[src/rtl/isdu_gen2.sv]
// LC-3 sequencer/decoder: Moore FSM, every control decoded from the registered state (one-cycle latency).
// No backpressure; SRAM access states stretch via a shared wait counter, PAUSE holds until Continue toggles.
module isdu_gen2 #(
    parameter int MEM_WAIT     = 2,
    parameter int PAUSE_EN     = 1,
    parameter int ILLEGAL_HALT = 0,
    parameter int CNT_W        = 16
) (
    input  logic             Clk,
    input  logic             Reset,
    input  logic             Run,
    input  logic             Continue,
    input  logic [3:0]       Opcode,
    input  logic             IR_5,
    input  logic             IR_11,
    input  logic             BEN,
    output logic             LD_MAR,
    output logic             LD_MDR,
    output logic             LD_IR,
    output logic             LD_BEN,
    output logic             LD_CC,
    output logic             LD_REG,
    output logic             LD_PC,
    output logic             LD_LED,
    output logic             GatePC,
    output logic             GateMDR,
    output logic             GateALU,
    output logic             GateMARMUX,
    output logic [1:0]       PCMUX,
    output logic             DRMUX,
    output logic             SR1MUX,
    output logic             SR2MUX,
    output logic             ADDR1MUX,
    output logic [1:0]       ADDR2MUX,
    output logic [1:0]       ALUK,
    output logic             Mem_OE,
    output logic             Mem_WE,
    output logic [CNT_W-1:0] Retired,
    output logic             Halted_o
);

    typedef enum logic [4:0] {
        HALTED, S_18, RD_F, S_35, S_32,
        S_01, S_5, S_9, S_14, S_0, S_22,
        S_2, S_3, S_6, S_7, RD_X, S_27, S_23, WR,
        S_4, S_21, S_12, PAUSE_1, PAUSE_2
    } state_t;

    localparam logic [3:0] WAIT_LAST = 4'(MEM_WAIT);

    state_t     state;
    state_t     next_state;
    logic [3:0] wait_cnt;
    logic       in_mem;
    logic       mem_done;

    assign in_mem   = (state == RD_F) || (state == RD_X) || (state == WR);
    assign mem_done = (wait_cnt == WAIT_LAST);

    // Counter is zero whenever outside an access state, so entry always starts from 0.
    always_ff @(posedge Clk) begin
        if (Reset) begin
            state    <= HALTED;
            wait_cnt <= 4'd0;
            Retired  <= '0;
        end else begin
            state    <= next_state;
            wait_cnt <= (in_mem && !mem_done) ? wait_cnt + 4'd1 : 4'd0;
            if (next_state == S_18 && state != HALTED)
                Retired <= Retired + CNT_W'(1);
        end
    end

    always_comb begin
        next_state = state;
        case (state)
            HALTED:  if (Run) next_state = S_18;
            S_18:    next_state = RD_F;
            RD_F:    if (mem_done) next_state = S_35;
            S_35:    next_state = S_32;
            S_32: begin
                case (Opcode)
                    4'b0001: next_state = S_01;
                    4'b0101: next_state = S_5;
                    4'b1001: next_state = S_9;
                    4'b0110: next_state = S_6;
                    4'b0111: next_state = S_7;
                    4'b0010: next_state = S_2;
                    4'b0011: next_state = S_3;
                    4'b1110: next_state = S_14;
                    4'b0100: next_state = S_4;
                    4'b1100: next_state = S_12;
                    4'b0000: next_state = S_0;
                    4'b1101: next_state = (PAUSE_EN != 0) ? PAUSE_1 : S_18;
                    default: next_state = (ILLEGAL_HALT != 0) ? HALTED : S_18;
                endcase
            end
            S_0:     next_state = BEN ? S_22 : S_18;
            S_2, S_6: next_state = RD_X;
            RD_X:    if (mem_done) next_state = S_27;
            S_3, S_7: next_state = S_23;
            S_23:    next_state = WR;
            WR:      if (mem_done) next_state = S_18;
            S_4:     next_state = S_21;
            PAUSE_1: if (Continue) next_state = PAUSE_2;
            PAUSE_2: if (!Continue) next_state = S_18;
            default: next_state = S_18;
        endcase
    end

    always_comb begin
        LD_MAR     = 1'b0;
        LD_MDR     = 1'b0;
        LD_IR      = 1'b0;
        LD_BEN     = 1'b0;
        LD_CC      = 1'b0;
        LD_REG     = 1'b0;
        LD_PC      = 1'b0;
        LD_LED     = 1'b0;
        GatePC     = 1'b0;
        GateMDR    = 1'b0;
        GateALU    = 1'b0;
        GateMARMUX = 1'b0;
        PCMUX      = 2'b00;
        DRMUX      = 1'b0;
        SR1MUX     = 1'b0;
        SR2MUX     = 1'b0;
        ADDR1MUX   = 1'b0;
        ADDR2MUX   = 2'b00;
        ALUK       = 2'b00;
        Mem_OE     = 1'b0;
        Mem_WE     = 1'b0;
        Halted_o   = 1'b0;
        case (state)
            HALTED: Halted_o = 1'b1;
            S_18: begin
                GatePC = 1'b1;
                LD_MAR = 1'b1;
                LD_PC  = 1'b1;
            end
            RD_F, RD_X: begin
                Mem_OE = 1'b1;
                LD_MDR = mem_done;
            end
            S_35: begin
                GateMDR = 1'b1;
                LD_IR   = 1'b1;
            end
            S_32: LD_BEN = 1'b1;
            S_01, S_5, S_9: begin
                SR1MUX  = 1'b1;
                DRMUX   = 1'b1;
                SR2MUX  = (state == S_9) ? 1'b0 : IR_5;
                GateALU = 1'b1;
                LD_REG  = 1'b1;
                LD_CC   = 1'b1;
                ALUK    = (state == S_5) ? 2'b10 : (state == S_9) ? 2'b01 : 2'b00;
            end
            S_14: begin
                ADDR2MUX   = 2'b10;
                GateMARMUX = 1'b1;
                DRMUX      = 1'b1;
                LD_REG     = 1'b1;
                LD_CC      = 1'b1;
            end
            S_22: begin
                ADDR2MUX = 2'b10;
                PCMUX    = 2'b01;
                LD_PC    = 1'b1;
            end
            S_6, S_7: begin
                GateMARMUX = 1'b1;
                ADDR1MUX   = 1'b1;
                SR1MUX     = 1'b1;
                ADDR2MUX   = 2'b01;
                LD_MAR     = 1'b1;
            end
            S_2, S_3: begin
                GateMARMUX = 1'b1;
                ADDR2MUX   = 2'b10;
                LD_MAR     = 1'b1;
            end
            S_27: begin
                GateMDR = 1'b1;
                DRMUX   = 1'b1;
                LD_REG  = 1'b1;
                LD_CC   = 1'b1;
            end
            // Store data comes from SR (IR[11:9]) passed through the address adder with zero offset.
            S_23: begin
                ADDR1MUX   = 1'b1;
                GateMARMUX = 1'b1;
                LD_MDR     = 1'b1;
            end
            WR: Mem_WE = 1'b1;
            S_4: begin
                GatePC = 1'b1;
                LD_REG = 1'b1;
            end
            S_21: begin
                if (IR_11) begin
                    ADDR2MUX = 2'b11;
                end else begin
                    ADDR1MUX = 1'b1;
                    SR1MUX   = 1'b1;
                end
                PCMUX = 2'b01;
                LD_PC = 1'b1;
            end
            S_12: begin
                ADDR1MUX = 1'b1;
                SR1MUX   = 1'b1;
                PCMUX    = 2'b01;
                LD_PC    = 1'b1;
            end
            PAUSE_1, PAUSE_2: LD_LED = 1'b1;
            default: ;
        endcase
    end

endmodule

[config.mk]
export PLATFORM = sky130hd
export DESIGN_NAME = isdu_gen2
export DESIGN_NICKNAME = d
export VERILOG_FILES = /design/src/rtl/isdu_gen2.sv
export SDC_FILE = /design/constraint.sdc
export NUM_CORES = 1
export LEC_CHECK = 0
export BUFFER_PORTS_ARGS = -buffer_cell sky130_fd_sc_hd__buf_2
export CAP_MARGIN = 10
export CORE_MARGIN = 1
export CORE_UTILIZATION = 50
export DETAILED_ROUTE_END_ITERATION = 10
export PLACE_DENSITY = 0.84
export SLEW_MARGIN = 20
export SYNTH_ARGS = -nofsm -noshare
export SYNTH_HDL_FRONTEND = slang
export SYNTH_SLANG_ARGS = --single-unit
[constraint.sdc]
create_clock -name Clk -period 3.5 [get_ports Clk]
set_clock_uncertainty 0.15 [all_clocks]
set_input_delay 0.7 -clock Clk [delete_from_list [all_inputs] [get_ports Clk]]
set_output_delay 0.7 -clock Clk [all_outputs]
set_load 0.005 [all_outputs]
Word level (Yosys, flattened, before mapping)
Memory sizes are Yosys's and may differ from the RTL's.
Cells that the tools add are included.

cells by class
  magnitude comparators = 0
  divide/modulo/power cells = 0
  equal/unequal tests = 25
  reductions and logical operators = 25
  add/sub/neg operators = 2
  $mul = 0
  shifts and indexed selects = 0
  bitwise gates (word level) = 1
  mux-type cells = 34

operators by type and width
  kind                     count
  $pmux W5 S14             1
  $eq A5 B4 Y1 const B     8
  $eq A5 B5 Y1 const B     8
  $mux W5                  6
  $eq A5 B3 Y1 const B     4
  $mux W1                  19
  $reduce_or A6 Y1         3
  $add A16 B1 Y16 const B  1
  $reduce_or A2 Y1         8
  $reduce_or A4 Y1         3
  $eq A5 B1 Y1 const B     2
  $eq A5 B2 Y1 const B     2
  $reduce_or A5 Y1         2
  $mux W2                  3
  $pmux W1 S2              3
  $pmux W2 S3              1
  $reduce_or A3 Y1         2
  $logic_not A5 Y1         1
  $reduce_bool A5 Y1       1
  $add A4 B1 Y4 const B    1
  $eq A4 B2 Y1 const B     1
  $mux W4                  1
  $logic_and A1 B1 Y1      2
  $logic_or A1 B1 Y1       2
  2 further kinds          2

storage, ports and cells
  memories kept = 1
  input port bits = 11
  latch bits = 0
  memory bits (writable) = 0
  output and inout bits = 41
  ROM bits = 80
  flip-flop bits (word level) = 25

memory list
  memory            depth  bits a word  read ports  clocked after Yosys merged registers in  write ports  line  text
  (name not given)  16     5            1           0                                        0            82    case (Opcode)

Logic depth before layout (Yosys ltp)
  word-level depth = 6
  mapped depth = 11
  mapped depth without buffers = 9

Worst setup path after synthesis
OpenSTA, ideal clock, no wires.

  kind = input -> register
  from = input Opcode[0]
  to = register Retired[5]
  stages = 9
  buffers on the path = 1
  path slack = 0.429 ns
  data arrival time = 2.798 ns
  cells stage by stage = inv_1 ha_1 inv_1 mux4_2 a211oi_1 nand4b_4 buf_6 nor4_1 mux2_1

on the way
  word-level cells in the longest chain between the ends = 4

ends and longest elaborated chain
  item                  line  text
  from (decl)           13    input logic [3:0] Opcode,
  $mem_v2 Z16 W5        n/a
  $pmux W5 S14          76    case (state)
  $eq A5 B1 Y1          69    if (next_state == S_18 && state != HALTED)
  $logic_and A1 B1 Y1   69
  to (signal assigned)  70    Retired <= Retired + CNT_W'(1);
  to (decl)             38    output logic [CNT_W-1:0] Retired,

Every way passes these cells.
A chain may end at the register's enable or synchronous reset.

Worst setup path after layout
  from = register state[4]
  to = register Retired[5]

on the way
  word-level cells in the longest chain between the ends = 5

ends and longest elaborated chain
  item                    line  text
  from (decl)             51    state_t state;
  from (signal assigned)  67    state <= next_state;
  $eq A5 B4 Y1            76
  $reduce_or A2 Y1        76
  $pmux W5 S14            76
  $eq A5 B1 Y1            69
  $logic_and A1 B1 Y1 *   69

Every way passes the cells marked *; elsewhere a longest branch is shown, timed or not.

==> qor.csv <==
metric,value,unit
Die Width,67.9,um
CTS resizes,0,
Synth Register Bits,25,
initial drt markers,161,
crit-path cells,or3b_1 -> or2_1 -> a221oi_1 -> nor3_1 -> and3_1 -> nor4_1 -> mux2_1,
ys flop type,dfxtp_1,
Max VDD drop,0.335,mV
Die ar.,0.00460,mm2
Yosys Warn Count,0,
final slew viol count,0,
first-pass GRT wire length,8200,um
Crit path largest cell delay,0.52,ns
Psw,438,uW
sw frac,44.1,%
Slew @ Worst Pin,0.888,ns
slowest CP cell,or3b_1,
HPWL after DPL,3760,um
clk buf depth,2,
nets,356,
power per cell area,398,mW/mm2
Setup crit end kind,flip-flop,
largest net degree at the start of global routing,32,
wire length per cell,13.1,um
initial antenna violation count,0,
"Remaining Overflow, GRT",0,
crit path DAT,3.16,ns
max layer used,met4,
Port Buffers,50,
Tot GR Track Use,23.0,%
Sink Count,25,
Post-Syn Area per Cell,7.38,um2
Via-to-Cell Ratio,5.98,
vias in the first global route,1807,
core box area,0.00409,mm2
setup TNS,0,ns
Leakage,0.00107,uW
worst hold path class,flip-flop to flip-flop,
Mapped Area,0.00217,mm2
Clk pwr share,17.3,%
Area contributors post-synth,"dfxtp_1, a21oi_1, ha_1, nor2_1, o31ai_1",
DRT Pass-1 Iters,4,
GPL Wtd Cong,0.964,
CP Class,flip-flop to flip-flop,
routed length on met3,267,um
CTS Buf Count,3,
asr flop ratio synth,0,%
Final setup viols,0,
Max Cap Violations,0,
share of layout cells above drive strength 1,23.1,%
outcome,"finished, final reports clean",
type of origin of the critical path,flip-flop,
Initial Utilization,53.1,%
Cell Rows,23,
slew margin rel.,40.8,%
total setup buffers inserted after CTS,0,
Ports,52,
register area share after synthesis,23.1,%
RSZ-0062 raised after global routing,false,
antenna-violating nets left,0,
Synth area leader,dfxtp_1,
vias post-DR,2295,
Netlist cell types,59,
f_max,0.318,GHz
"Clk pin slew, worst setup/hold paths",0.09,ns
CTS root buffer,clkbuf_8,
CTS tree,yes,
Tmin final,3.14,ns
Int Pwr,555,uW
post-synthesis cell count,294,
P&R area growth vs syn,15.1,%
Post-CTS Hold Fix Bufs,0,
top cell type's share of synthesized area,23.1,%
Post-synth EDFFs,0,
worst hold margin,0.317,ns
syn_nets,315,
DRC,0,
clock latency on the worst-skew pair,0.27,ns
combinational share of power,49.1,%
Fin. Hold Viols,0,
met2 wire length,2330,um
Die Span Y,67.9,um
number of diodes,0,
WL met1,2400,um
period utilisation layout,89.8,%
Post-Route WL,5030,um
Flop pwr share,33.6,%
data required time of the worst path,3.52,ns
H-tree depth,1,
CP Max Fanout,29,
-- placed cells by master (no fill, tap or decap), drive strengths merged, types with 2 or more instances in the layout --
cell / count
a211oi: 2
a21oi: 28
a221oi: 2
a31oi: 2
and2: 5
and3: 7
buf: 61
clkbuf: 3
dfxtp: 25
ha: 10
inv: 10
mux2: 4
mux2i: 2
nand2: 20
nand2b: 9
nand3: 12
nand4: 4
nand4b: 4
nor2: 30
nor2b: 10
nor3: 9
nor4: 5
o21ai: 10
o22ai: 2
o31ai: 15
o32ai: 2
or2: 2
or3: 4
or3b: 2
or4: 14
-- registers in the layout, indices dropped and copies added, names as in the netlist --
register	cells
Retired	16
state	5
wait_cnt	4
-- path summary, 6_finish.rpt --
path	start	to	slack [ns]	cells past startpoint
max	state[4]	Retired[5]	0.36	7
min	wait_cnt[0]	wait_cnt[0]	0.32	1
max reg2reg	state[4]	Retired[5]	0.36	7
min reg2reg	wait_cnt[0]	wait_cnt[0]	0.32	1
-- layout make-up --
type                       instances  area, um2
tap                               50       62.6
fill                             379       1590
clock inverter                     1       5.00
inverter                          10       37.5
clock buffer                       3       41.3
multi-input combinational        234       1520
timing repair buffer              61        333
sequential                        25        500
-- Yosys cell counts, types with 9 or more instances --
cell	count
inv_1	9
nand2b_1	9
or4_1	14
nor2b_1	10
nand3_1	12
nor2_1	30
clkbuf_1	15
o21ai_0	10
nor3_1	9
nand2_1	20
dfxtp_1	25
a21oi_1	28
o31ai_1	15
ha_1	10
-- power groups by stage --
| stage | combinational [uW] | clock (uW) | sequential, uW |
|---|---|---|---|
| floorplan | 374 | 0 | 323 |
| detailed placement | 482 | 0 | 339 |
| finish | 487 | 172 | 334 |
| global placement | 469 | 0 | 338 |
| CTS | 484 | 175 | 333 |
| global route | 545 | 188 | 338 |
-- kinds of logic after synthesis --
| group | after synthesis | synth area share (%) |
|---|---|---|
| adders and majority gates | 10 | 5.77 |
| DFF | 25 | 23.1 |
| muxes | 7 | 4.04 |
| other | 1 | 0.173 |
| AOI/OAI and AO/OA | 73 | 21.6 |
| buffers and inverters | 35 | 6.98 |
| and+or+nand+nor | 141 | 37.6 |
| xor gates and xnor gates | 2 | 0.808 |
-- metal layers --
| layer | track usage (%) | vias to the layer above |
|---|---|---|
| li1 | - | 1162 |
| met1 | 33.0 | 1068 |
| met2 | 35.9 | 60 |
| met3 | 4.17 | 5 |
| met4 | 4.43 | 0 |
| met5 | 0 | - |
-- metrics by stage --
| step | cell area (um2) | util [%] | total power, uW | setup slack (ns) | std cells |
|---|---|---|---|---|---|
| finish | 2500 | 61.1 | 993 | 0.356 | 384 |
| floorplan | 2170 | - | 697 | 0.429 | 294 |
| CTS | 2500 | 61.1 | 991 | 0.393 | 384 |
| global placement | 2450 | 60.0 | 807 | 0.255 | 380 |
| detailed placement | 2450 | 60.0 | 821 | 0.210 | 380 |
| global route | 2500 | 61.1 | 1070 | 0.149 | 384 |
-- critical path, delay by kind of cell, from the launching register on --
kind            cells  cell delay (ns)
compound gates      1             0.35
flops               1             0.41
mux                 1             0.35
simple gates        5             1.77
Power figures use the tool's default switching activity.
